**src/rtl/checkpoint_recovery_if.sv**
```systemverilog
// Recovery request, checkpoint read and restore-write bundle between branch unit, checkpoint buffer and RAT/BP.
// Handshake: a request transfers on a rising edge where bru_recover_valid & bru_recover_ready; the requester holds valid and cpid stable until then.
interface checkpoint_recovery_if #(
  parameter int CPID_W      = 5,
  parameter int PHY_REG_NUM = 64,
  parameter int CHUNK_W     = 16,
  parameter int GHR_W       = 16,
  parameter int LHR_W       = 16
);
  localparam int NCHUNK = PHY_REG_NUM / CHUNK_W;
  localparam int IDX_W  = (NCHUNK > 1) ? $clog2(NCHUNK) : 1;

  logic                   bru_recover_valid;
  logic [CPID_W-1:0]      bru_recover_cpid;
  logic                   bru_recover_ready;
  logic [CPID_W-1:0]      exbru_cpbuf_id;
  logic [PHY_REG_NUM-1:0] cpbuf_valid;
  logic [PHY_REG_NUM-1:0] cpbuf_visible;
  logic [GHR_W-1:0]       cpbuf_ghr;
  logic [LHR_W-1:0]       cpbuf_lhr;
  logic                   commit_flush;
  logic                   rat_restore_we;
  logic [IDX_W-1:0]       rat_restore_idx;
  logic [CHUNK_W-1:0]     rat_restore_valid;
  logic [CHUNK_W-1:0]     rat_restore_visible;
  logic                   bp_restore_we;
  logic [GHR_W-1:0]       bp_restore_ghr;
  logic [LHR_W-1:0]       bp_restore_lhr;
  logic                   frontend_flush;
  logic                   recover_done;
  logic [1:0]             dbg_state;

  modport slave (
    input  bru_recover_valid, bru_recover_cpid, cpbuf_valid, cpbuf_visible,
           cpbuf_ghr, cpbuf_lhr, commit_flush,
    output bru_recover_ready, exbru_cpbuf_id, rat_restore_we, rat_restore_idx,
           rat_restore_valid, rat_restore_visible, bp_restore_we, bp_restore_ghr,
           bp_restore_lhr, frontend_flush, recover_done, dbg_state
  );

  modport master (
    output bru_recover_valid, bru_recover_cpid, cpbuf_valid, cpbuf_visible,
           cpbuf_ghr, cpbuf_lhr, commit_flush,
    input  bru_recover_ready, exbru_cpbuf_id, rat_restore_we, rat_restore_idx,
           rat_restore_valid, rat_restore_visible, bp_restore_we, bp_restore_ghr,
           bp_restore_lhr, frontend_flush, recover_done, dbg_state
  );
endinterface

```
**src/rtl/checkpoint_recovery.sv**
```systemverilog
// Branch-mispredict recovery sequencer: snapshots a checkpoint, replays RAT bitmaps slice by slice, then history.
// Optional perf counters are enabled by defining CHECKPOINT_RECOVERY_PERF_EN.
module checkpoint_recovery #(
  parameter int CPID_W      = 5,
  parameter int PHY_REG_NUM = 64,
  parameter int CHUNK_W     = 16,
  parameter int GHR_W       = 16,
  parameter int LHR_W       = 16
) (
  input  logic                         clk,
  input  logic                         rst,
  checkpoint_recovery_if.slave         rif
`ifdef CHECKPOINT_RECOVERY_PERF_EN
  ,
  output logic [31:0]                  perf_recover_cnt,
  output logic [31:0]                  perf_busy_cycles
`endif
);
  localparam int NCHUNK = PHY_REG_NUM / CHUNK_W;
  localparam int IDX_W  = (NCHUNK > 1) ? $clog2(NCHUNK) : 1;
  localparam logic [IDX_W-1:0] LAST_IDX = IDX_W'(NCHUNK - 1);

  localparam logic [1:0] S_IDLE    = 2'd0;
  localparam logic [1:0] S_RESTORE = 2'd1;
  localparam logic [1:0] S_DONE    = 2'd2;

  logic [1:0]             state;
  logic [IDX_W-1:0]       cnt;
  logic [PHY_REG_NUM-1:0] snap_valid;
  logic [PHY_REG_NUM-1:0] snap_visible;
  logic [GHR_W-1:0]       snap_ghr;
  logic [LHR_W-1:0]       snap_lhr;
  logic                   flush_q;
  logic                   accept;
  logic                   restoring;

  assign accept    = (state == S_IDLE) && rif.bru_recover_valid && !rif.commit_flush;
  // A commit flush wins over any restore write issued in the same cycle.
  assign restoring = (state == S_RESTORE) && !rif.commit_flush;

  always_comb begin
    rif.bru_recover_ready   = (state == S_IDLE);
    rif.exbru_cpbuf_id      = ((state == S_IDLE) && rif.bru_recover_valid) ?
                              rif.bru_recover_cpid : '1;
    rif.rat_restore_we      = restoring;
    rif.rat_restore_idx     = cnt;
    rif.rat_restore_valid   = snap_valid[int'(cnt) * CHUNK_W +: CHUNK_W];
    rif.rat_restore_visible = snap_visible[int'(cnt) * CHUNK_W +: CHUNK_W];
    rif.bp_restore_we       = restoring && (cnt == LAST_IDX);
    rif.bp_restore_ghr      = snap_ghr;
    rif.bp_restore_lhr      = snap_lhr;
    rif.frontend_flush      = flush_q;
    rif.recover_done        = (state == S_DONE) && !rif.commit_flush;
    rif.dbg_state           = state;
  end

  always_ff @(posedge clk or negedge rst) begin
    if (!rst) begin
      state        <= S_IDLE;
      cnt          <= '0;
      snap_valid   <= '0;
      snap_visible <= '0;
      snap_ghr     <= '0;
      snap_lhr     <= '0;
      flush_q      <= 1'b0;
    end else begin
      case (state)
        S_IDLE: begin
          if (accept) begin
            snap_valid   <= rif.cpbuf_valid;
            snap_visible <= rif.cpbuf_visible;
            snap_ghr     <= rif.cpbuf_ghr;
            snap_lhr     <= rif.cpbuf_lhr;
            cnt          <= '0;
            flush_q      <= 1'b1;
            state        <= S_RESTORE;
          end
        end
        S_RESTORE: begin
          if (rif.commit_flush) begin
            flush_q <= 1'b0;
            state   <= S_IDLE;
          end else if (cnt == LAST_IDX) begin
            state <= S_DONE;
          end else begin
            cnt <= cnt + 1'b1;
          end
        end
        S_DONE: begin
          flush_q <= 1'b0;
          state   <= S_IDLE;
        end
        default: begin
          flush_q <= 1'b0;
          state   <= S_IDLE;
        end
      endcase
    end
  end

`ifdef CHECKPOINT_RECOVERY_PERF_EN
  always_ff @(posedge clk or negedge rst) begin
    if (!rst) begin
      perf_recover_cnt <= '0;
      perf_busy_cycles <= '0;
    end else begin
      if (rif.recover_done && (perf_recover_cnt != 32'hFFFF_FFFF))
        perf_recover_cnt <= perf_recover_cnt + 32'd1;
      if ((state != S_IDLE) && (perf_busy_cycles != 32'hFFFF_FFFF))
        perf_busy_cycles <= perf_busy_cycles + 32'd1;
    end
  end
`endif
endmodule

```
**src/flat_wrapper.sv**
```systemverilog
// flat-port wrapper written by rule: the top's interface ports become plain ports
module checkpoint_recovery_flat 
#(
  parameter int CPID_W      = 5,
  parameter int PHY_REG_NUM = 64,
  parameter int CHUNK_W     = 16,
  parameter int GHR_W       = 16,
  parameter int LHR_W       = 16
)
  (clk, rst, rif_bru_recover_valid, rif_bru_recover_cpid, rif_cpbuf_valid, rif_cpbuf_visible, rif_cpbuf_ghr, rif_cpbuf_lhr, rif_commit_flush, rif_bru_recover_ready, rif_exbru_cpbuf_id, rif_rat_restore_we, rif_rat_restore_idx, rif_rat_restore_valid, rif_rat_restore_visible, rif_bp_restore_we, rif_bp_restore_ghr, rif_bp_restore_lhr, rif_frontend_flush, rif_recover_done, rif_dbg_state);
  checkpoint_recovery_if #(.CPID_W(CPID_W), .PHY_REG_NUM(PHY_REG_NUM), .CHUNK_W(CHUNK_W), .GHR_W(GHR_W), .LHR_W(LHR_W)) rif_i ();
  input  logic clk;
  input  logic rst;
  input wire logic [$bits(rif_i.bru_recover_valid)-1:0] rif_bru_recover_valid;
  input wire logic [$bits(rif_i.bru_recover_cpid)-1:0] rif_bru_recover_cpid;
  input wire logic [$bits(rif_i.cpbuf_valid)-1:0] rif_cpbuf_valid;
  input wire logic [$bits(rif_i.cpbuf_visible)-1:0] rif_cpbuf_visible;
  input wire logic [$bits(rif_i.cpbuf_ghr)-1:0] rif_cpbuf_ghr;
  input wire logic [$bits(rif_i.cpbuf_lhr)-1:0] rif_cpbuf_lhr;
  input wire logic [$bits(rif_i.commit_flush)-1:0] rif_commit_flush;
  output wire logic [$bits(rif_i.bru_recover_ready)-1:0] rif_bru_recover_ready;
  output wire logic [$bits(rif_i.exbru_cpbuf_id)-1:0] rif_exbru_cpbuf_id;
  output wire logic [$bits(rif_i.rat_restore_we)-1:0] rif_rat_restore_we;
  output wire logic [$bits(rif_i.rat_restore_idx)-1:0] rif_rat_restore_idx;
  output wire logic [$bits(rif_i.rat_restore_valid)-1:0] rif_rat_restore_valid;
  output wire logic [$bits(rif_i.rat_restore_visible)-1:0] rif_rat_restore_visible;
  output wire logic [$bits(rif_i.bp_restore_we)-1:0] rif_bp_restore_we;
  output wire logic [$bits(rif_i.bp_restore_ghr)-1:0] rif_bp_restore_ghr;
  output wire logic [$bits(rif_i.bp_restore_lhr)-1:0] rif_bp_restore_lhr;
  output wire logic [$bits(rif_i.frontend_flush)-1:0] rif_frontend_flush;
  output wire logic [$bits(rif_i.recover_done)-1:0] rif_recover_done;
  output wire logic [$bits(rif_i.dbg_state)-1:0] rif_dbg_state;
  assign rif_i.bru_recover_valid = rif_bru_recover_valid;
  assign rif_i.bru_recover_cpid = rif_bru_recover_cpid;
  assign rif_i.cpbuf_valid = rif_cpbuf_valid;
  assign rif_i.cpbuf_visible = rif_cpbuf_visible;
  assign rif_i.cpbuf_ghr = rif_cpbuf_ghr;
  assign rif_i.cpbuf_lhr = rif_cpbuf_lhr;
  assign rif_i.commit_flush = rif_commit_flush;
  assign rif_bru_recover_ready = rif_i.bru_recover_ready;
  assign rif_exbru_cpbuf_id = rif_i.exbru_cpbuf_id;
  assign rif_rat_restore_we = rif_i.rat_restore_we;
  assign rif_rat_restore_idx = rif_i.rat_restore_idx;
  assign rif_rat_restore_valid = rif_i.rat_restore_valid;
  assign rif_rat_restore_visible = rif_i.rat_restore_visible;
  assign rif_bp_restore_we = rif_i.bp_restore_we;
  assign rif_bp_restore_ghr = rif_i.bp_restore_ghr;
  assign rif_bp_restore_lhr = rif_i.bp_restore_lhr;
  assign rif_frontend_flush = rif_i.frontend_flush;
  assign rif_recover_done = rif_i.recover_done;
  assign rif_dbg_state = rif_i.dbg_state;
  checkpoint_recovery #(.CPID_W(CPID_W), .PHY_REG_NUM(PHY_REG_NUM), .CHUNK_W(CHUNK_W), .GHR_W(GHR_W), .LHR_W(LHR_W)) u_core (.clk(clk), .rst(rst), .rif(rif_i));
endmodule
```
**config.mk**
```make
export PLATFORM = sky130hd
export DESIGN_NAME = checkpoint_recovery_flat
export DESIGN_NICKNAME = d
export VERILOG_FILES = /design/src/rtl/checkpoint_recovery_if.sv /design/src/rtl/checkpoint_recovery.sv /design/src/flat_wrapper.sv
export SDC_FILE = /design/constraint.sdc
export NUM_CORES = 1
export LEC_CHECK = 0
export CAP_MARGIN = 30
export CORE_MARGIN = 1.5
export CORE_UTILIZATION = 25
export CTS_BUF_LIST = sky130_fd_sc_hd__clkbuf_4 sky130_fd_sc_hd__clkbuf_8
export DETAILED_ROUTE_END_ITERATION = 10
export PLACE_DENSITY = 0.5
export SETUP_SLACK_MARGIN = 0.05
export SKIP_CTS_REPAIR_TIMING = 1
export SYNTH_ARGS = -nofsm -noshare
export SYNTH_HDL_FRONTEND = slang
export SYNTH_SLANG_ARGS = --single-unit
```
**constraint.sdc**
```tcl
create_clock -name clk -period 2.02 [get_ports clk]
set_input_delay 0.404 -clock clk [delete_from_list [all_inputs] [get_ports clk]]
set_output_delay 0.404 -clock clk [all_outputs]
set_load 0.02 [all_outputs]
```
# After elaboration in Yosys (flattened, before gate mapping)
# Index checks and enable logic that the tools add are counted.
# word_totals
register_bits	165
output_inout_bits	78
# classes
addsub	1
eq_ne	8
shifts	2
mux	12
reduce_logical	12
# ops
operator	count
64-bit by 7-bit indexed part select with 16-bit output	2
2-bit two-way mux	6
2-bit one-hot mux with 2 select lines	2
2-bit inequality test, second input constant	3
2-bit AND reduction	3
1-bit logical AND	5
5-bit two-way mux	1
2-bit equality test, second input constant	2
4-bit AND reduction	1
3-bit inequality test, second input constant	1
2-bit by 1-bit adder with 2-bit output, second input constant	1
2-bit by 1-bit equality test with 1-bit output, second input constant	1
2-bit zero test	1
1-bit two-way mux	2
2-bit by 1-bit inequality test with 1-bit output, second input constant	1
1-bit one-hot mux with 2 select lines	1
2-bit nonzero test	1
1-bit zero test	1

# Logic depth before layout (Yosys ltp)
# depth
ltp_word	5
depth_mapped	6
ltp_nobuf	4

# Worst setup path before layout
# Ideal clock, no wire load.
# synth_timing
path_kind	reg2out
from	reg u_core.cnt[0] (netlist: u_core.rif.rat_restore_idx[0])
to	out rif_rat_restore_valid[10]
arrival_ns	1.603
path_slack_ns	0.013
stages_incl_launch_ff	4
n_path_buf	2
cell_sequence	dfrtp_1 > buf_2 > buf_2 > mux4_2
# synth_via
elab_chain_cells	1
# synth_lines
element	line_no	source
from (decl)	checkpoint_recovery.sv:28	logic [IDX_W-1:0] cnt;
from (signal assigned)	checkpoint_recovery.sv:86	cnt <= cnt + 1'b1;
64-bit by 7-bit indexed part select with 16-bit output	checkpoint_recovery.sv:47	rif.rat_restore_valid = snap_valid[int'(cnt) * CHUNK_W +: CHUNK_W];
to (decl)	flat_wrapper.sv:25	output wire logic [$bits(rif_i.rat_restore_valid)-1:0] rif_rat_restore_valid;
# Every way passes these cells.

# Worst setup path after layout
# layout_timing
from	reg u_core.cnt[0] (netlist: u_core.rif.rat_restore_idx[0])
to	out rif_rat_restore_visible[6]
# layout_via
elab_chain_cells	1
# layout_lines
element	line_no	source
64-bit by 7-bit indexed part select with 16-bit output	checkpoint_recovery.sv:48	rif.rat_restore_visible = snap_visible[int'(cnt) * CHUNK_W +: CHUNK_W];
to (decl)	flat_wrapper.sv:26	output wire logic [$bits(rif_i.rat_restore_visible)-1:0] rif_rat_restore_visible;
# Every way passes these cells.

==> results.md <==
- Status: finished with violations
- Failing checks: negative setup slack
- RSZ-0062 raised after global routing: yes
- PnR worst setup slack: -0.224 ns
- DR DRC count: 0
- # nets final: 861
- Worst Path Buf+Inv: 3
- GPL Wtd Cong: 0.712
- Worst slew margin relative to its limit: 62.1%
- Antenna violations before repair: 0
- Clk_skew: 0.0231 ns
- Crit path cell chain: buf_6 -> clkbuf_16 -> mux4_2 -> buf_6
- Yosys cell types: 23
- Worst Path Max Fanout: 5
- Max Clk Rate: 0.446 GHz
- Vias per Instance: 4.29
- Htree depth: 4
- CTS sink cnt: 165
- Syn avg cell area: about 18 sq um
- # port buffers: 246
- Setup total negative slack: -5.94 ns
- Inserted Clock Buffers: 17
- Dpl ws: -0.372 ns
- DR WL/cell: 17.8 um
- Synthesis warning total: 0
- CP most frequent cell: buf_6
- Row cnt: between 60 and 70
- Period utilization: 111%
- Grt total ovfl: 0
- Die W: 172 um
- Number of synthesized register bits: 165
- Async SR Flop Fraction: 100%
- Worst Hold Class: primary input to async pin
- Worst endpoint required time: 1.62 ns
- Share of cells above drive strength 1: 46.2%
- Die area: 0.0297 sq mm
- Cell Pwr Density: 932 mW/mm^2
- Core area: 0.0280 sq mm
- Largest delay share family, worst path: multiplexers
- First-pass GRT wire length: 28900 um
- Final setup violation count: 36
- VDD IR-drop max: 0.398 mV
- CTS Root Buffer Type: clkbuf_8
- Drt pass-1 iters: 4
- CTS max path bufs: 2
- Syn_nets: 576
- Worst path arrival time: 1.84 ns
- GRT Util Overall: approximately 13%
- Leak pwr: about 4.5 nW
- Hold Violations, Final: 0
- Ports: 247
- Largest net degree at the start of global routing: 51
- CTS tree: yes
- Number of global-route vias before repair: between 5000 and 6000
- Post-DP HPWL: approximately 14000 um
- Crit path largest cell delay: roughly 0.52 ns
- FF-to-FF Start: u_core.rif.rat_restore_idx[0]
- # Max-Cap Violations: 0
- WL final: 19200 um
- Most used flip-flop cell after synthesis: dfrtp_1
- Reg clk slew, reported paths: about 0.1 ns
- Worst setup EP type: output port
- R2r setup slk: 0.09 ns
- CP startpoint kind: register
- Initial core utilization: 25.6%
- Slew @ Worst Pin: 0.569 ns
- Post-DRT Antenna Nets: 0
- Synth Cell Area: 0.00716 sq mm
- Post-synth EDFFs: 0
- Area grow syn2layout: 51.6%
- DR iter-0 viols: 163
- Minimum clock period: ~2.2 ns
- Antenna Cells: 0
- Clk_lat worst skew: 0.47 ns
- R2R depth: 6
- Crit path max-delay cell type: mux4_2
- Routed vias: 4638
- Sequential area share after synthesis: 57.7%
- Critical path class: register to output port
- Syn Inst Count: 406
- Final Max Slew Viols: 0
- Die H: 172 um
- Critical R2R Capture: u_core.rif.rat_restore_idx[0]
## cells by family after synthesis
kind of cell    count (synthesis)  synth area share [%]
simple gates                   16                  1.40
flops                         165                  57.7
mux                           194                  36.9
compound gates                  3                 0.384
buf+inv                        27                  3.53
fa+ha+maj                       1                 0.175
## layer usage
layer	vias to the layer above	global-route usage, %	part of all wire, %
met5	-	0	0
met4	0	4.12	1.4
met3	19	4.85	8.2
met2	163	21.7	50
met1	2392	14.9	40
li1	2064	-	-
## flip-flops by register name, indices dropped and copies added, names as in the netlist
signal / count
u_core.snap_valid: 64
u_core.snap_visible: 64
u_core.rif.bp_restore_ghr: 16
u_core.rif.bp_restore_lhr: 16
u_core.rif.dbg_state: 2
u_core.rif.rat_restore_idx: 2
u_core.rif.frontend_flush: 1
## layout by cell type, fill, tap and decap left out, drive strengths merged, types with 2 or more instances in the layout
master and count:
clkbuf 29, nor3b 2, dlymetal6s2s 4, inv 8, nor2 5, mux4 32
dfrtp 165, clkinv 5, clkdlybuf4s50 200, or2b 3, and2 2, mux2 162
nand2b 3, buf 77
## cell usage after synthesis (2+ instances only)
master | number | share of area, %
mux2_2 | 136 | 21
buf_2 | 8 | 0.56
buf_4 | 3 | 0.31
or2b_1 | 3 | 0.31
mux2_4 | 25 | 5.2
buf_8 | 8 | 1.7
dfrtp_1 | 165 | 58
clkbuf_1 | 4 | 0.21
nand2b_1 | 3 | 0.26
buf_12 | 2 | 0.56
nor2_1 | 5 | 0.26
and2_1 | 2 | 0.17
mux4_2 | 32 | 10
## final cells by class
type | count | area (sq um)
flip-flops and latches | 165 | 4130
repair buffers | 292 | 3030
clock inverters | 13 | 111
fillers | 2628 | 17200
well taps | 378 | 473
clock buffers | 19 | 262
multi-input cells | 214 | 2850
inverters | 1 | 3.75
## worst max-delay path by stage
stage / startpoint / cells past startpoint / to / slack (ns)
after floorplan: u_core.rif.rat_restore_idx[0] / 3 / rif_rat_restore_valid[10] / 0.01
after global placement: rif_bru_recover_valid / 4 / rif_exbru_cpbuf_id[3] / -0.34
after detailed placement: rif_bru_recover_valid / 4 / rif_exbru_cpbuf_id[1] / -0.37
after CTS: u_core.rif.rat_restore_idx[0] / 3 / rif_rat_restore_visible[1] / -0.68
after global routing: u_core.rif.rat_restore_idx[0] / 4 / rif_rat_restore_visible[10] / -0.30
final: u_core.rif.rat_restore_idx[0] / 4 / rif_rat_restore_visible[6] / -0.22
## power breakdown
part           switching (W)  internal (W)
sequential          0.000346       0.00396
clock                0.00137      0.000955
combinational        0.00144       0.00205
total                0.00315       0.00697
## per-stage QoR
step	util [%]	instance area [sq um]	hold slack [ns]	total power (W)	instances
after global placement	36.7	10300	0.422	0.00777	1036
after detailed placement	36.7	10300	0.420	0.00786	1036
after global routing	38.8	10900	0.506	0.0107	1082
final	38.8	10900	0.489	0.0101	1082
after CTS	38.0	10700	-0.115	0.0103	1068
after floorplan	-	7160	0.108	0.00617	406
Note: power is estimated with default switching activity, not from simulation.
